### config.mk
export PLATFORM = sky130hd
export DESIGN_NAME = move_btn_conditioner_flat
export DESIGN_NICKNAME = d
export VERILOG_FILES = /design/src/rtl/move_btn_conditioner_if.sv /design/src/rtl/move_btn_conditioner.sv /design/src/flat_wrapper.sv
export SDC_FILE = /design/constraint.sdc
export NUM_CORES = 1
export LEC_CHECK = 0
export ABC_AREA = 1
export CAP_MARGIN = 20
export CORE_AREA = 4 4 77 79
export CTS_CLUSTER_SIZE = 10
export DETAILED_ROUTE_END_ITERATION = 16
export DIE_AREA = 0 0 81 83
export MAX_ROUTING_LAYER = met4
export PLACE_DENSITY = 0.8
export SYNTH_ARGS = -nofsm -noshare
export SYNTH_HDL_FRONTEND = slang
export SYNTH_SLANG_ARGS = --single-unit
export TNS_END_PERCENT = 50
### constraint.sdc
create_clock -name clk -period 5.6 [get_ports clk]
set_input_delay 1.12 -clock clk [delete_from_list [all_inputs] [get_ports clk]]
set_output_delay 1.12 -clock clk [all_outputs]
set_load 0.02 [all_outputs]
### src/rtl/move_btn_conditioner_if.sv
// Player move-button signal bundle: raw button and controls in, conditioned strobe and level out.
interface move_btn_conditioner_if;
   logic btn_raw;
   logic repeat_en;
   logic enable;
   logic move_pulse;
   logic btn_level;

   modport master (
      output btn_raw,
      output repeat_en,
      output enable,
      input  move_pulse,
      input  btn_level
   );

   modport slave (
      input  btn_raw,
      input  repeat_en,
      input  enable,
      output move_pulse,
      output btn_level
   );
endinterface

### src/rtl/move_btn_conditioner.sv
// Move push-button conditioner: 2-flop synchroniser, debounce, press/hold/auto-repeat FSM.
// Emits a registered one-cycle move_pulse per accepted press and per auto-repeat tick.
//
//   state     | meaning
//   ----------+-------------------------------------------------------------
//   ST_IDLE   | button released; waiting for debounced rising level
//   ST_HOLD   | first pulse sent; timing hold delay (saturates if no repeat)
//   ST_REPEAT | auto-repeat active; pulse each time the repeat timer expires
module move_btn_conditioner #(
   parameter int DEBOUNCE_CYCLES = 250000,
   parameter int HOLD_CYCLES     = 12500000,
   parameter int REPEAT_CYCLES   = 5000000,
   parameter int CNT_W           = 24
) (
   input logic                    clk,
   input logic                    rst_n,
   move_btn_conditioner_if.slave  btn
);

   localparam logic [1:0] ST_IDLE   = 2'd0;
   localparam logic [1:0] ST_HOLD   = 2'd1;
   localparam logic [1:0] ST_REPEAT = 2'd2;

   // Timers count down from (N-1) and act on reaching zero.
   localparam logic [CNT_W-1:0] DB_LOAD   = CNT_W'(DEBOUNCE_CYCLES - 1);
   localparam logic [CNT_W-1:0] HOLD_LOAD = CNT_W'(HOLD_CYCLES - 1);
   localparam logic [CNT_W-1:0] REP_LOAD  = CNT_W'(REPEAT_CYCLES - 1);
   localparam logic [CNT_W-1:0] CNT_ONE   = CNT_W'(1);

   logic             sync_1;
   logic             sync_q;
   logic [CNT_W-1:0] db_cnt;
   logic             btn_level_q;
   logic [1:0]       state;
   logic [1:0]       state_nxt;
   logic [CNT_W-1:0] tmr;
   logic [CNT_W-1:0] tmr_nxt;
   logic             fire;
   logic             move_pulse_q;

   always_ff @(posedge clk or negedge rst_n) begin
      if (!rst_n) begin
         sync_1 <= 1'b0;
         sync_q <= 1'b0;
      end else begin
         sync_1 <= btn.btn_raw;
         sync_q <= sync_1;
      end
   end

   // Any cycle agreeing with the accepted level restarts the debounce window.
   always_ff @(posedge clk or negedge rst_n) begin
      if (!rst_n) begin
         db_cnt      <= '0;
         btn_level_q <= 1'b0;
      end else if (sync_q == btn_level_q) begin
         db_cnt <= DB_LOAD;
      end else if (db_cnt == '0) begin
         btn_level_q <= sync_q;
         db_cnt      <= DB_LOAD;
      end else begin
         db_cnt <= db_cnt - CNT_ONE;
      end
   end

   always_comb begin
      state_nxt = state;
      tmr_nxt   = tmr;
      fire      = 1'b0;
      case (state)
         ST_IDLE: begin
            if (btn_level_q) begin
               fire      = 1'b1;
               tmr_nxt   = HOLD_LOAD;
               state_nxt = ST_HOLD;
            end
         end
         ST_HOLD: begin
            if (!btn_level_q) begin
               state_nxt = ST_IDLE;
            end else if (tmr == '0) begin
               // Held at zero while repeat is off, so enabling it later fires at once.
               if (btn.repeat_en) begin
                  fire      = 1'b1;
                  tmr_nxt   = REP_LOAD;
                  state_nxt = ST_REPEAT;
               end
            end else begin
               tmr_nxt = tmr - CNT_ONE;
            end
         end
         ST_REPEAT: begin
            if (!btn_level_q) begin
               state_nxt = ST_IDLE;
            end else if (!btn.repeat_en) begin
               tmr_nxt   = HOLD_LOAD;
               state_nxt = ST_HOLD;
            end else if (tmr == '0) begin
               fire    = 1'b1;
               tmr_nxt = REP_LOAD;
            end else begin
               tmr_nxt = tmr - CNT_ONE;
            end
         end
         default: begin
            state_nxt = ST_IDLE;
         end
      endcase
   end

   always_ff @(posedge clk or negedge rst_n) begin
      if (!rst_n) begin
         state        <= ST_IDLE;
         tmr          <= '0;
         move_pulse_q <= 1'b0;
      end else begin
         state        <= state_nxt;
         tmr          <= tmr_nxt;
         move_pulse_q <= fire & btn.enable;
      end
   end

   assign btn.move_pulse = move_pulse_q;
   assign btn.btn_level  = btn_level_q;

endmodule

### src/flat_wrapper.sv
// flat-port wrapper written by rule: the top's interface ports become plain ports
module move_btn_conditioner_flat 
#(
   parameter int DEBOUNCE_CYCLES = 250000,
   parameter int HOLD_CYCLES     = 12500000,
   parameter int REPEAT_CYCLES   = 5000000,
   parameter int CNT_W           = 24
)
  (clk, rst_n, btn_btn_raw, btn_repeat_en, btn_enable, btn_move_pulse, btn_btn_level);
  move_btn_conditioner_if btn_i ();
  input logic clk;
  input logic rst_n;
  input wire logic [$bits(btn_i.btn_raw)-1:0] btn_btn_raw;
  input wire logic [$bits(btn_i.repeat_en)-1:0] btn_repeat_en;
  input wire logic [$bits(btn_i.enable)-1:0] btn_enable;
  output wire logic [$bits(btn_i.move_pulse)-1:0] btn_move_pulse;
  output wire logic [$bits(btn_i.btn_level)-1:0] btn_btn_level;
  assign btn_i.btn_raw = btn_btn_raw;
  assign btn_i.repeat_en = btn_repeat_en;
  assign btn_i.enable = btn_enable;
  assign btn_move_pulse = btn_i.move_pulse;
  assign btn_btn_level = btn_i.btn_level;
  move_btn_conditioner #(.DEBOUNCE_CYCLES(DEBOUNCE_CYCLES), .HOLD_CYCLES(HOLD_CYCLES), .REPEAT_CYCLES(REPEAT_CYCLES), .CNT_W(CNT_W)) u_core (.clk(clk), .rst_n(rst_n), .btn(btn_i));
endmodule
# Word-level counts from Yosys, hierarchy flattened
# Cells that the tools add are included.
op_classes:
  addsub: 2
  multipliers: 0
  n_div: 0
  n_lt_le_gt_ge: 0
  n_eq_ne: 10
  shift: 0
  n_mux: 25
  bitwise: 2
  n_reduce_logical: 7
op_table:
  columns: ["operator", "n"]
  rows:
  - ["$mux W24", 9]
  - ["$pmux W24 S3", 1]
  - ["$logic_not A24 Y1", 2]
  - ["$sub A24 B1 Y24 const B", 2]
  - ["$mux W2", 6]
  - ["$ne A3 B3 Y1 const B", 4]
  - ["$mux W1", 7]
  - ["$ne A2 B1 Y1 const B", 3]
  - ["$pmux W2 S3", 1]
  - ["$reduce_and A5 Y1", 1]
  - ["$reduce_and A4 Y1", 1]
  - ["$pmux W1 S3", 1]
  - ["$reduce_bool A3 Y1", 1]
  - ["$eq A2 B1 Y1 const B", 1]
  - ["$eq A2 B2 Y1 const B", 1]
  - ["$logic_not A2 Y1", 1]
  - ["$reduce_and A2 Y1", 1]
  - ["$and A1 B1 Y1", 1]
  - ["$eq A1 B1 Y1", 1]
  - ["$not A1 Y1", 1]
totals:
  ff_bits: 54
  latchBits: 0
  mem_bits_rw: 0
  rom_bits: 0
  in_bits: 5
  word_cells: 53
  mem_count: 0

# Logic depth before layout (Yosys ltp)
depth:
  depth_word: 6
  ltp_mapped: 11

# Worst setup path after synthesis
# No wires, ideal clock.
synth_path:
  kind: "in2reg"
  start: "input btn_repeat_en"
  end: "register u_core.tmr[5]"
  setup_time_ns: 0.124
  arrival_ns: 1.840
  setup_slack_ns: 3.636
  cell_stages: 7
  path_buffers: 1
  cell_sequence: "nor2_1 > nand4_2 > nand2_4 > inv_4 > buf_6 > o211ai_1 > nand2_1"
synth_via:
  elab_chain_len: 3
synth_lines:
  columns: ["item", "line_no", "source"]
  rows:
  - ["start, declared", "flat_wrapper.sv:14", "input wire logic [$bits(btn_i.repeat_en)-1:0] btn_repeat_en;"]
  - ["$mux W24", "move_btn_conditioner.sv:95", "end else if (!btn.repeat_en) begin"]
  - ["$mux W24", "move_btn_conditioner.sv:93", "if (!btn_level_q) begin"]
  - ["$pmux W24 S3", "move_btn_conditioner.sv:70", "case (state)"]
  - ["end signal, assigned", "move_btn_conditioner.sv:118", "tmr <= tmr_nxt;"]
  - ["end, declared", "move_btn_conditioner.sv:36", "logic [CNT_W-1:0] tmr;"]
# Several ways; a longest one is shown, not always the timed one. The select of a mux whose other input is x is not followed.
# A chain may end at the register's enable or synchronous reset.

# Worst setup path in the final report
layout_path:
  start: "register u_core.btn_level_q, in the netlist u_core.btn.btn_level"
  end: "output btn_btn_level"
layout_lines:
  columns: ["item", "line_no", "source"]
  rows:
  - ["start, declared", "move_btn_conditioner.sv:33", "logic btn_level_q;"]
  - ["start signal, assigned", "move_btn_conditioner.sv:59", "btn_level_q <= sync_q;"]
  - ["end, declared", "flat_wrapper.sv:17", "output wire logic [$bits(btn_i.btn_level)-1:0] btn_btn_level;"]
# No word-level cell between the ends.

==> results.md <==
- The worst-case IR drop observed on VDD is 0.131 mV.
- In this run, the number of DRC markers left after iteration 0 of detailed routing was 195.
- After detailed routing, the average wire length per cell comes to 12.7 µm.
- Sequential elements use 40.9% of the synthesized area.
- The number of buffers and inverters on the critical path is 1.
- The final worst-path cycle share is 46.3%.
- Across all register-to-register paths, the minimum setup slack is 3.34 ns.
- Hold repair after CTS inserted 0 buffers.
- The number of sinks driven by the clock tree is 54.
- Timing would allow up to 386 MHz.
- The analysis attributes to cell leakage a power of 1.70 nW.
- Once the clock tree was built, the resizer swapped 0 gates to a different size.
- The worst relative slew slack is 52.7%.
- For this run, asynchronously set or reset flops after synthesis account for 100%.
- The setup path with the least slack is of type reg2out.
- Across all hold checks on the routed design, the worst slack comes to 0.361 ns.
- The number of global-route vias before repair was 2914.
- Clock tree synthesis selected as its root buffer the cell sky130_fd_sc_hd__clkbuf_8.
- By area the synthesized netlist is led by sky130_fd_sc_hd__dfrtp_1, sky130_fd_sc_hd__nand2_1, sky130_fd_sc_hd__nor2_1.
- The floorplan has 27 rows.
- The overall power consumption is 0.641 mW.
- After synthesis, the mean cell area works out to 7.18 µm².
- The routed design has 6910 µm of wire.
- The number of inserted diodes is 0.
- Dividing the detail-routed via count by the number of cells gives 5.26.
- The worst min-delay path category is reg2reg.
- Traced cell by cell, the critical path runs through clkdlybuf4s50_1.
- The die covers 0.00672 mm².
- The top cell type by area accounts for 40.9% of the synthesized area.
- Measured in cells, the most critical reg-to-reg path has a length of 8.
- In this run the number of cells on the critical path is 1.
- The clock passes through at most 2 buffers.
- The post-synth net total is 472.
- The share of layout cells above drive strength 1 is 5.74%.
- The total cell area at the placement stage is 0.00342 mm².
- For this run, the total global-route usage over all layers was measured as 24.3%.
- Entering global routing, the biggest net connects 55 pins.
- Once the clock tree was built, the setup fixing pass inserted 0 buffers.
- Subtracting the final worst setup slack from the clock period gives 2.59 ns.
- Counting instances, the worst hold path has a depth of 0.
- Of all cell types, the one taking the most synthesized area is sky130_fd_sc_hd__dfrtp_1.
- In this run the horizontal extent of the chip is 81 µm.
- The library cell used most frequently in the layout, excluding fill and tap cells, is sky130_fd_sc_hd__nand2_1.
- The count of fill cells added during filler insertion is 494.
- In the synthesized netlist, the number of instances is 460.
- In this run, distinct cell masters in the synthesized netlist total 32.
- The layout-stage area growth over the synthesis result is 6.37%.
- The synthesized design contains 54 register bits.
- The synthesized cell area is 0.00330 mm².
- For this run, design rule violations remaining after detail routing come to 0.
- The setup violation total in the final timing report is 0.
- The antenna violation net count after detailed routing is 0.
- In this run, CTS created clock tree buffers numbering 5.
- The run finished with clean final reports.
- The clock-pin slew on the worst setup and hold paths is 0.09 ns.
- The number of maximum-capacitance constraint violations is 0.
- For this run, the number of Yosys warnings is 0.
- The slowest library cell on the worst path is sky130_fd_sc_hd__clkdlybuf4s50_1.
- The total count of hold-check failures in the final report was 0.
- The critical path launch point type is a register.
- In this run the count of I/O pins placed on the die edge is 7.
- The number of max-slew violations in the final report came to 0.
- The congestion estimate from routability-driven global placement came to 0.909.
- The total congestion overflow is 0.
- On the worst path, the slowest cell contributes a delay of 0.66 ns.
- The worst setup path is captured at an output pin.
- Measured along the y axis, the die boundary spans 83 µm.
- Setup repair after global routing left no endpoint under its margin.
- Of all nets on the critical path, the largest fanout is 8.
- With fillers left out, the area of the finished cells amounts to 0.00351 mm².
- The global-route wire length before repair is 12700 µm.
- The power density of the placed cells is 183 mW/mm².
- The final route contains 2853 vias.
- The core region area is 0.00534 mm².
- The data required time of the critical path is 4.48 ns.
- The final layout net count is 481.
- The number of detailed-routing iterations run before antenna repair is 4.
- The initial utilization of the core area, before any placement, comes to 61.8%.
- The number of antenna violations at the first check in global routing is 0.
- The latest clock arrival within the worst-skew pair is 0.31 ns.
- The CTS tree is built.
- The most used flip-flop cell after synthesis is sky130_fd_sc_hd__dfrtp_1.
- The depth of the CTS H-tree is 2.
- The HPWL after detailed placement is 5080 µm.
- After routing, the total negative slack on setup checks comes to 0 ns.
- The transition time at the pin with the least slew margin is 0.707 ns.
- The number of buffers inserted by port buffering is 6.
- Across the routed clock network, the largest skew measured is 0.00571 ns.
- The count of flip-flops with a built-in enable after synthesis is 0.
- The dominant delay contributor by cell family on the critical path is buffers and inverters.
- At the worst endpoint, the arrival time is 1.47 ns.
- The top cell types in the final layout, fill and taps aside, are sky130_fd_sc_hd__nand2_1, sky130_fd_sc_hd__nor2_1, sky130_fd_sc_hd__inv_1.
## synthesized netlist by cell type, types with 2 or more instances
master,n
sky130_fd_sc_hd__nor2_4,2
sky130_fd_sc_hd__nor3_1,7
sky130_fd_sc_hd__a21oi_1,21
sky130_fd_sc_hd__nor4_1,2
sky130_fd_sc_hd__buf_2,3
sky130_fd_sc_hd__nand3b_1,6
sky130_fd_sc_hd__nor3b_1,4
sky130_fd_sc_hd__xor2_1,13
sky130_fd_sc_hd__xnor2_1,8
sky130_fd_sc_hd__ha_1,7
sky130_fd_sc_hd__o21ai_0,12
sky130_fd_sc_hd__nand2_1,110
sky130_fd_sc_hd__or2_2,5
sky130_fd_sc_hd__inv_1,55
sky130_fd_sc_hd__o211ai_1,2
sky130_fd_sc_hd__nand4_1,5
sky130_fd_sc_hd__nor2_1,97
sky130_fd_sc_hd__nor2_2,3
sky130_fd_sc_hd__dfrtp_1,54
sky130_fd_sc_hd__buf_6,2
sky130_fd_sc_hd__nand3_1,31
## power by group
| group | internal, mW | total (mW) | switching [mW] | leakage (nW) |
|---|---|---|---|---|
| Sequential | 0.392 | 0.394 | 0.00145 | 0.675 |
| Clock | 0.0997 | 0.229 | 0.129 | 0.0472 |
| Combinational | 0.00494 | 0.0187 | 0.0138 | 0.976 |
## stage by stage
stage          instances  worst slack, ns  utilization (%)
6_report             542             3.01             65.8
5_1_grt              542             2.95             65.8
4_1_cts              542             3.00             65.8
3_5_place_dp         534             2.91             64.0
3_3_place_gp         534             2.98             64.0
2_1_floorplan        460             3.64                -
## final cells by class
type                    instances  area (µm²)  share of cell area, %
clock buffers                   6        82.6                   2.35
clock inverters                 2        12.5                  0.356
inverters                      57         216                   6.17
multi-input cells             344        1700                   48.3
flip-flops and latches         54        1350                   38.5
well taps                      72        90.1                   2.57
repair buffers                  7        62.6                   1.78
## metal layers
layer	global-route usage (%)	share of wire, %	up-vias
li1	-	-	1462
met1	31.7	46	1329
met2	37.9	48	48
met3	4.66	4.0	14
met4	7.99	2.0	0
met5	-	0	-
## registers in the layout (all words and copies together) (netlist names)
signal / cells
u_core.db_cnt: 24
u_core.state: 2
u_core.sync_q: 1
u_core.sync_1: 1
u_core.btn.move_pulse: 1
u_core.tmr: 24
u_core.btn.btn_level: 1
## kinds of logic after synthesis
family,synth area share [%]
XOR/XNOR,5.57
adder cells (fa/ha/maj),2.65
AND/OR/NAND/NOR,36.2
buffers and inverters,7.70
flip-flops,40.9
AO/OA/AOI/OAI,6.94
## final timing paths
check | startpoint | end
worst max-delay path | u_core.btn.btn_level$_DFFE_PN0P_ | btn_btn_level
worst min-delay path | u_core.sync_1$_DFF_PN0_ | u_core.sync_q$_DFF_PN0_
worst max register to register | u_core.state[0]$_DFFE_PN0P_ | u_core.tmr[15]$_DFFE_PN0P_
worst min register to register | u_core.sync_1$_DFF_PN0_ | u_core.sync_q$_DFF_PN0_
max in group asynchronous | rst_n | u_core.db_cnt[7]$_DFF_PN0_
min in group asynchronous | rst_n | u_core.tmr[7]$_DFFE_PN0P_
Note: power is estimated with default switching activity, not from simulation.
